## src/rtl/codec_cfg_sched_if.sv

```systemverilog
// Handshake bundle between the codec config scheduler, the user write port
// and the shared I2C byte-write engine. The master modport is the scheduler side.
interface codec_cfg_sched_if;
  logic        usr_req;
  logic [6:0]  usr_addr;
  logic [8:0]  usr_data;
  logic        usr_ack;
  logic        i2c_go;
  logic [23:0] i2c_word;
  logic        i2c_done;
  logic        i2c_nack;

  modport master (
    input  usr_req, usr_addr, usr_data, i2c_done, i2c_nack,
    output usr_ack, i2c_go, i2c_word
  );

  modport slave (
    output usr_req, usr_addr, usr_data, i2c_done, i2c_nack,
    input  usr_ack, i2c_go, i2c_word
  );
endinterface

```

## src/rtl/codec_cfg_sched.sv

```systemverilog
// Codec configuration scheduler: replays a 9-entry init table after reset or
// reinit, then serves runtime register writes, one word at a time, through a
// shared I2C byte-write engine with a minimum idle gap and a done timeout.
// Optional feature macro CODEC_CFG_SCHED_RETRY_EN: reissue a NACKed word up
// to MAX_RETRY times before abandoning it.
module codec_cfg_sched #(
  parameter logic [7:0]  DEV_ADDR   = 8'h34,
  parameter int unsigned GAP_CYCLES = 64,
  parameter int unsigned TIMEOUT    = 4096,
  parameter int unsigned MAX_RETRY  = 3
) (
  input  logic              clk,
  input  logic              reset,
  input  logic              reinit,
  codec_cfg_sched_if.master bus,
  output logic              init_done,
  output logic              busy,
  output logic              err,
  output logic [7:0]        nack_cnt
);

  localparam int unsigned CNT_MAX  = (TIMEOUT > GAP_CYCLES) ? TIMEOUT : GAP_CYCLES;
  localparam int unsigned CNT_W    = $clog2(CNT_MAX + 1);
  localparam int unsigned RTRY_W   = $clog2(MAX_RETRY + 2);
  localparam int unsigned IDX_W    = 4;
  localparam logic [IDX_W-1:0] LAST_IDX = IDX_W'(8);

`ifdef CODEC_CFG_SCHED_RETRY_EN
  localparam bit RETRY_ON = 1'b1;
`else
  localparam bit RETRY_ON = 1'b0;
`endif

  localparam logic [2:0] IDLE  = 3'd0;
  localparam logic [2:0] GAP   = 3'd1;
  localparam logic [2:0] ISSUE = 3'd2;
  localparam logic [2:0] WAIT  = 3'd3;
  localparam logic [2:0] CHECK = 3'd4;

  logic [2:0]        state_q, state_d;
  logic [IDX_W-1:0]  idx_q, idx_d;
  logic [CNT_W-1:0]  cnt_q, cnt_d;
  logic [RTRY_W-1:0] retry_q, retry_d;
  logic              pend_q, pend_d;
  logic              init_act_q, init_act_d;
  logic              is_usr_q, is_usr_d;
  logic              nack_q, nack_d;
  logic [6:0]        uaddr_q, uaddr_d;
  logic [8:0]        udata_q, udata_d;
  logic              go_q, go_d;
  logic [23:0]       word_q, word_d;
  logic              ack_q, ack_d;
  logic              init_done_q, init_done_d;
  logic              busy_q, busy_d;
  logic              err_q, err_d;
  logic [7:0]        nack_cnt_q, nack_cnt_d;
  logic              word_end;

  // Init table entries as {reg_addr[6:0], reg_data[8:0]}
  function automatic logic [15:0] init_entry(input logic [IDX_W-1:0] i);
    case (i)
      IDX_W'(0): init_entry = 16'h0C00;
      IDX_W'(1): init_entry = 16'h0EC2;
      IDX_W'(2): init_entry = 16'h0838;
      IDX_W'(3): init_entry = 16'h1000;
      IDX_W'(4): init_entry = 16'h0017;
      IDX_W'(5): init_entry = 16'h0217;
      IDX_W'(6): init_entry = 16'h0479;
      IDX_W'(7): init_entry = 16'h0679;
      IDX_W'(8): init_entry = 16'h1201;
      default:   init_entry = 16'h0000;
    endcase
  endfunction

  // Next-state and output decode; a finished or abandoned word is closed out below the case
  always_comb begin
    state_d     = state_q;
    idx_d       = idx_q;
    cnt_d       = '0;
    retry_d     = retry_q;
    pend_d      = pend_q | reinit;
    init_act_d  = init_act_q;
    is_usr_d    = is_usr_q;
    nack_d      = nack_q;
    uaddr_d     = uaddr_q;
    udata_d     = udata_q;
    go_d        = 1'b0;
    word_d      = word_q;
    ack_d       = 1'b0;
    init_done_d = init_done_q;
    err_d       = err_q;
    nack_cnt_d  = nack_cnt_q;
    word_end    = 1'b0;

    case (state_q)
      IDLE: begin
        if (pend_q || reinit) begin
          pend_d      = 1'b0;
          idx_d       = '0;
          init_done_d = 1'b0;
          init_act_d  = 1'b1;
          is_usr_d    = 1'b0;
          retry_d     = '0;
          state_d     = GAP;
        end else if (init_act_q) begin
          is_usr_d = 1'b0;
          retry_d  = '0;
          state_d  = GAP;
        end else if (bus.usr_req && !ack_q) begin
          // ack_q blocks the request still held during the ack cycle
          uaddr_d  = bus.usr_addr;
          udata_d  = bus.usr_data;
          is_usr_d = 1'b1;
          retry_d  = '0;
          state_d  = GAP;
        end
      end
      GAP: begin
        if (cnt_q == CNT_W'(GAP_CYCLES - 1)) state_d = ISSUE;
        else cnt_d = cnt_q + CNT_W'(1);
      end
      ISSUE: begin
        go_d    = 1'b1;
        word_d  = {DEV_ADDR, is_usr_q ? {uaddr_q, udata_q} : init_entry(idx_q)};
        state_d = WAIT;
      end
      WAIT: begin
        if (bus.i2c_done) begin
          nack_d  = bus.i2c_nack;
          state_d = CHECK;
        end else if (cnt_q == CNT_W'(TIMEOUT - 1)) begin
          nack_d  = 1'b1;
          state_d = CHECK;
        end else begin
          cnt_d = cnt_q + CNT_W'(1);
        end
      end
      CHECK: begin
        if (nack_q) begin
          if (nack_cnt_q != 8'hFF) nack_cnt_d = nack_cnt_q + 8'd1;
          if (RETRY_ON && (retry_q < RTRY_W'(MAX_RETRY))) begin
            retry_d = retry_q + RTRY_W'(1);
            state_d = GAP;
          end else begin
            err_d    = 1'b1;
            word_end = 1'b1;
          end
        end else begin
          word_end = 1'b1;
        end
      end
      default: state_d = IDLE;
    endcase

    if (word_end) begin
      state_d = IDLE;
      if (is_usr_q) begin
        ack_d = 1'b1;
      end else if (idx_q == LAST_IDX) begin
        init_done_d = 1'b1;
        init_act_d  = 1'b0;
      end else begin
        idx_d = idx_q + IDX_W'(1);
      end
    end

    busy_d = (state_d != IDLE);
  end

  // State and output registers; reset leaves an init run pending
  always_ff @(posedge clk or posedge reset) begin
    if (reset) begin
      state_q     <= IDLE;
      idx_q       <= '0;
      cnt_q       <= '0;
      retry_q     <= '0;
      pend_q      <= 1'b1;
      init_act_q  <= 1'b0;
      is_usr_q    <= 1'b0;
      nack_q      <= 1'b0;
      uaddr_q     <= '0;
      udata_q     <= '0;
      go_q        <= 1'b0;
      word_q      <= '0;
      ack_q       <= 1'b0;
      init_done_q <= 1'b0;
      busy_q      <= 1'b0;
      err_q       <= 1'b0;
      nack_cnt_q  <= '0;
    end else begin
      state_q     <= state_d;
      idx_q       <= idx_d;
      cnt_q       <= cnt_d;
      retry_q     <= retry_d;
      pend_q      <= pend_d;
      init_act_q  <= init_act_d;
      is_usr_q    <= is_usr_d;
      nack_q      <= nack_d;
      uaddr_q     <= uaddr_d;
      udata_q     <= udata_d;
      go_q        <= go_d;
      word_q      <= word_d;
      ack_q       <= ack_d;
      init_done_q <= init_done_d;
      busy_q      <= busy_d;
      err_q       <= err_d;
      nack_cnt_q  <= nack_cnt_d;
    end
  end

  assign bus.i2c_go   = go_q;
  assign bus.i2c_word = word_q;
  assign bus.usr_ack  = ack_q;
  assign init_done    = init_done_q;
  assign busy         = busy_q;
  assign err          = err_q;
  assign nack_cnt     = nack_cnt_q;

endmodule

```

## src/flat_wrapper.sv

```systemverilog
// flat-port wrapper written by rule: the top's interface ports become plain ports
module codec_cfg_sched_flat 
#(
  parameter logic [7:0]  DEV_ADDR   = 8'h34,
  parameter int unsigned GAP_CYCLES = 64,
  parameter int unsigned TIMEOUT    = 4096,
  parameter int unsigned MAX_RETRY  = 3
)
  (clk, reset, reinit, init_done, busy, err, nack_cnt, bus_usr_req, bus_usr_addr, bus_usr_data, bus_i2c_done, bus_i2c_nack, bus_usr_ack, bus_i2c_go, bus_i2c_word);
  codec_cfg_sched_if bus_i ();
  input  logic clk;
  input  logic reset;
  input  logic reinit;
  output logic init_done;
  output logic busy;
  output logic err;
  output logic [7:0] nack_cnt;
  input wire logic [$bits(bus_i.usr_req)-1:0] bus_usr_req;
  input wire logic [$bits(bus_i.usr_addr)-1:0] bus_usr_addr;
  input wire logic [$bits(bus_i.usr_data)-1:0] bus_usr_data;
  input wire logic [$bits(bus_i.i2c_done)-1:0] bus_i2c_done;
  input wire logic [$bits(bus_i.i2c_nack)-1:0] bus_i2c_nack;
  output wire logic [$bits(bus_i.usr_ack)-1:0] bus_usr_ack;
  output wire logic [$bits(bus_i.i2c_go)-1:0] bus_i2c_go;
  output wire logic [$bits(bus_i.i2c_word)-1:0] bus_i2c_word;
  assign bus_i.usr_req = bus_usr_req;
  assign bus_i.usr_addr = bus_usr_addr;
  assign bus_i.usr_data = bus_usr_data;
  assign bus_i.i2c_done = bus_i2c_done;
  assign bus_i.i2c_nack = bus_i2c_nack;
  assign bus_usr_ack = bus_i.usr_ack;
  assign bus_i2c_go = bus_i.i2c_go;
  assign bus_i2c_word = bus_i.i2c_word;
  codec_cfg_sched #(.DEV_ADDR(DEV_ADDR), .GAP_CYCLES(GAP_CYCLES), .TIMEOUT(TIMEOUT), .MAX_RETRY(MAX_RETRY)) u_core (.clk(clk), .reset(reset), .reinit(reinit), .bus(bus_i), .init_done(init_done), .busy(busy), .err(err), .nack_cnt(nack_cnt));
endmodule
```

## config.mk

```make
export PLATFORM = sky130hd
export DESIGN_NAME = codec_cfg_sched_flat
export DESIGN_NICKNAME = d
export VERILOG_FILES = /design/src/rtl/codec_cfg_sched_if.sv /design/src/rtl/codec_cfg_sched.sv /design/src/flat_wrapper.sv
export SDC_FILE = /design/constraint.sdc
export NUM_CORES = 1
export LEC_CHECK = 0
export CORE_ASPECT_RATIO = 1.5
export CORE_UTILIZATION = 56
export DETAILED_ROUTE_END_ITERATION = 8
export GPL_ROUTABILITY_DRIVEN = 0
export HOLD_SLACK_MARGIN = 0.06
export PLACE_DENSITY = 0.84
export SYNTH_ARGS = -nofsm -noshare
export SYNTH_HDL_FRONTEND = slang
export SYNTH_SLANG_ARGS = --single-unit
```

## constraint.sdc

```tcl
create_clock -name clk -period 4.4 [get_ports clk]
set_clock_uncertainty 0.15 [all_clocks]
set_input_delay 1.1 -clock clk [delete_from_list [all_inputs] [get_ports clk]]
set_output_delay 1.1 -clock clk [all_outputs]
set_load 0.005 [all_outputs]
```

Yosys cells after proc, flatten, opt, wreduce, memory -nomap -nowiden

Memories as Yosys holds them, arrays and structs flattened.
Cells that the tools add are included.

Order comparisons: 0
Bitwise operators: 3
Mux-type cells: 39
Equality and inequality tests: 8
Multiply operators: 0
Divide/modulo/power cells: 0
Shift-type cells: 0
Reductions and logical operators: 12
Add/sub/neg operators: 3

Operator list:

| operator                                                                 | number |
|---|---|
| 13-bit 2-to-1 mux                                                        | 3 |
| 13-bit one-hot mux with 2 select lines                                   | 1 |
| 1-bit 2-to-1 mux                                                         | 21 |
| 3-bit 2-to-1 mux                                                         | 7 |
| 4-bit 2-to-1 mux                                                         | 5 |
| 16-bit 2-to-1 mux                                                        | 1 |
| 3-bit one-hot mux with 5 select lines                                    | 1 |
| 13-bit by 1-bit adder with 13-bit output (second input constant)         | 1 |
| 13-bit by 12-bit equality test with 1-bit output (second input constant) | 1 |
| 13-bit by 6-bit equality test with 1-bit output (second input constant)  | 1 |
| 8-bit by 1-bit adder with 8-bit output (second input constant)           | 1 |
| 8-bit inequality test (second input constant)                            | 1 |
| 3-bit by 2-bit equality test with 1-bit output (second input constant)   | 2 |
| 2-bit AND reduction                                                      | 3 |
| 3-bit nonzero test                                                       | 2 |
| 4-bit by 1-bit adder with 4-bit output (second input constant)           | 1 |
| 4-bit equality test (second input constant)                              | 1 |
| 4-bit AND reduction                                                      | 1 |
| 3-bit by 1-bit equality test with 1-bit output (second input constant)   | 1 |
| 3-bit equality test (second input constant)                              | 1 |
| 3-bit logical NOT                                                        | 1 |
| 3-bit AND reduction                                                      | 1 |
| 1-bit inverter                                                           | 2 |
| 2-bit nonzero test                                                       | 1 |
| other kinds (4)                                                          | 4 |

Input bits: 22
Memory bits (writable): 0
Memory bits (read-only): 192
Latch bits: 0
Memories kept: 1
Register bits: 70

Memory list:

| memory          | depth | width | read ports | clocked after memory_dff | wr ports | line                  | text |
|---|---|---|---|---|---|---|---|
| (no name shown) | 16    | 12    | 1          | 0                        | 0        | codec_cfg_sched.sv:61 | `case (i)` |

Longest topological paths before layout

Depth after elaboration: 8
Mapped depth: 7
Mapped depth without buffers: 6

Worst setup path before layout

Ideal clock, no wire load.

Path type: input -> register
Start: input reinit
End: register u_core.uaddr_q[0]
Path buffers: 1
Setup slack: 2,071 ps
Cell stages on the path: 4
Library setup time: 125 ps
Arrival time: 2,055 ps
Cell sequence: nor3_1 -> nand2_2 -> buf_6 -> mux2_2

Longest elaborated chain between the ends: 3

RTL lines:

| element                              | line                   | text |
|---|---|---|
| from (decl)                          | flat_wrapper.sv:13     | `input logic reinit;` |
| 1-bit logical OR                     | codec_cfg_sched.sv:97  | `if (pend_q \|\| reinit) begin` |
| 1-bit inverter (no source line)      | --                     |  |
| 4-bit AND reduction (no source line) | --                     |  |
| to (signal assigned)                 | codec_cfg_sched.sv:199 | `uaddr_q <= uaddr_d;` |
| to (decl)                            | codec_cfg_sched.sv:48  | `logic [6:0] uaddr_q, uaddr_d;` |

Every way passes these cells.
A chain may end at the register's enable or synchronous reset.

Worst setup path in the final report

Start: input reinit
End: register u_core.udata_q[3]

Longest elaborated chain between the ends: 3

RTL lines:

| element                              | line                   | text |
|---|---|---|
| 1-bit logical OR                     | codec_cfg_sched.sv:97  |  |
| 1-bit inverter (no source line)      | --                     |  |
| 4-bit AND reduction (no source line) | --                     |  |
| to (signal assigned)                 | codec_cfg_sched.sv:200 | `udata_q <= udata_d;` |
| to (decl)                            | codec_cfg_sched.sv:49  | `logic [8:0] udata_q, udata_d;` |

Every way passes these cells.

==> results.md <==
- Number of global-route vias before repair: 2403
- Clock root cell: clkbuf_8
- CP delay by family, top: simple AND/OR/NAND/NOR gates
- Crit-path max FO: 16
- Ranking of synthesized cells by area: dfrtp_1 (53%), mux2_2 (6.9%), ha_1 (3.8%)
- Top Ports: 59
- Crit path largest cell delay: 0.47 ns
- Synth Instances: 301
- H-Tree Level Count: 3
- Drt drc: 0
- Outcome: finished, final reports clean
- Vias: 2382
- Rows: 33
- CP Cell Sequence: clkdlybuf4s50_1, nor3_1, nand2_2, mux2_2
- Dominant cell type by area after synthesis: dfrtp_1
- Final HPWL DP: 4.420 mm
- WL/cell: 14.76 um
- Hold Crit Class: register to register
- Startpoint types: input port
- Setup bufs post-CTS: 0
- Buf+Inv Stages, Crit Path: 1
- Final wirelength: between 6 and 7 mm
- Main synth FF type: dfrtp_1
- # setup viols final: 0
- RSZ-0062 raised after global routing: no
- GRT overflow: 0
- Post-route setup TNS: 0 ns
- Hold WS: 0.3247 ns
- Mean Syn Cell Area: 10.88 um^2
- Final min period: 2.695 ns
- Final hold vios: 0
- Share of cells above drive strength 1: 16.07%
- GRT Total Usage: roughly a quarter
- Critical path's slowest cell: nor3_1
- Post-cts sizing count: 0
- Global-route wire length before repair: 10.88 mm
- First drt pass iteration count: 4
- Worst skew pair latency: 0.35 ns
- Initial antenna violation count: 0
- Top cells by count, synth: dfrtp_1 (69), nor2_1 (30), nand2_1 (24), mux2_2 (20), a21oi_1 (16)
- Data required time of the critical path: 4.48 ns
- Die W: 64.45 um
- Post-synth EDFFs: 0
- Starting Density: around 59%
- Final net count: ~390
- Top cell type's share of synthesized area: 52.71%
- Max_cap viols: 0
- Largest net degree at the start of global routing: 29
- Drt initial violations: 152
- Die Ht: 95.67 um
- Max Fclk: roughly 370 MHz
- Ys async rst share: 100.0%
- Slew HR: between 30% and 40%
- Max IR drop VDD: roughly 320 uV
- Fin crit share: roughly three fifths
- Crit path kind: input port to register
- ANT cells: 0
- Worst Path Arrival: 2.78 ns
- Count leader, synth: dfrtp_1
- Seq/Total Area, Yosys: around 54%
- Clock buffer depth: 2
- Core area: 5533 um^2
- Clock transition at the registers of the reported paths: 0.07 ns
- Leak: between 1.5 and 2 nW
- CP endpoint kind: register
- Die area: 6165 um^2
- DRT antenna net count: 0
- Num CTS Buffers: 9
- # hold bufs at CTS: 0
- Number of synthesized register bits: 70
- Slew Viols, Final: 0
- CTS tree: built
- Port Buf Inserts: between 50 and 60
- Mapped cell area: 3276 um^2
- Yosys warns: 0
- Cell Pwr Density: a little under 500 nW/um^2
- Area Growth Syn to Fin: 24.83%
- Slew @ Worst Pin: 1.022 ns
- Vias per inst: 5.527
- CTS sink cnt: 70
- Synth cell types: 47
==> sequential cells by signal, summed over array words and instances, names as in the netlist, 3 cells and up <==
name and count:
u_core.nack_cnt 8, u_core.bus.i2c_word 17, u_core.state_q 3, u_core.idx_q 4, u_core.uaddr_q 7, u_core.udata_q 9
u_core.cnt_q 13
==> per-stage QoR <==
stage               setup WS [ns]  power [mW]  instances  cell area [um^2]  utilization [%]
floorplan                   1.383       1.156        305              3291                -
global placement            1.376       1.315        415              3819            69.02
detailed placement          1.317       1.335        415              3819            69.02
CTS                         1.691       2.030        431              4089            73.90
global route                1.573       2.127        431              4089            73.90
finish                      1.705       2.013        431              4089            73.90
==> path summary, 6_finish.rpt <==
| check | startpoint | slack [ns] | cells past startpoint | end |
|---|---|---|---|---|
| worst max-delay path | reinit | 1.71 | 4 | u_core.udata_q[3] |
| worst min-delay path | u_core.bus.i2c_word[14] | 0.32 | 2 | u_core.bus.i2c_word[14] |
| worst max register to register | u_core.cnt_q[0] | 2.03 | 5 | u_core.cnt_q[3] |
| worst min register to register | u_core.bus.i2c_word[14] | 0.32 | 2 | u_core.bus.i2c_word[14] |
| max in group asynchronous | reset | 2.39 | 3 | u_core.pend_q |
| min in group asynchronous | reset | 0.98 | 2 | u_core.cnt_q[9] |
==> cells in the final DEF (no fill, tap or decap), drive strengths merged, types with 7 or more instances in the layout <==
master,n
dfrtp,69
clkdlybuf4s50,53
nor2,39
nand2,26
mux2,20
a21oi,16
nand3,15
clkbuf,11
ha,10
o21ai,9
nor3,9
xnor2,8
inv,8
nand2b,7
==> cell type report <==
| cell class | instances | area, um^2 |
|---|---|---|
| clock inverters | 5 | 128.9 |
| clock buffers | 11 | 141.4 |
| well taps | 70 | 87.58 |
| multi-input cells | 213 | 1406 |
| inverters | 7 | 26.28 |
| fillers | 424 | 1444 |
| flip-flops and latches | 70 | 1753 |
| repair buffers | 55 | 545.5 |
==> where the power goes <==
group | internal, mW | leakage [nW] | switching, mW
Sequential | 0.760 | 0.920 | 0.132
Combinational | 0.231 | 0.756 | 0.199
Clock | 0.452 | 0.134 | 0.239
==> tightest hold or removal path: cells and delay by family (launching register included) <==
family        cells  cell delay (ns)
flops             1             0.35
simple gates      2             0.10
==> logic make-up after synthesis <==
logic type / synth area share (%)
AOI/OAI and AO/OA: 8.595
xor gates and xnor gates: 3.476
adders and majority gates: 3.820
buffers and inverters: 4.011
DFF: 53.51
muxes: 6.876
other: 0.1145
and+or+nand+nor: 19.59
==> routing by layer <==
metal	up-vias	wire, um	track usage (%)
met5	-	0	0
met1	1154	2541	26.94
met3	22	224	3.708
met4	0	212	15.56
li1	1145	-	-
met2	61	3382	40.35
Note: power is estimated with default switching activity, not from simulation.
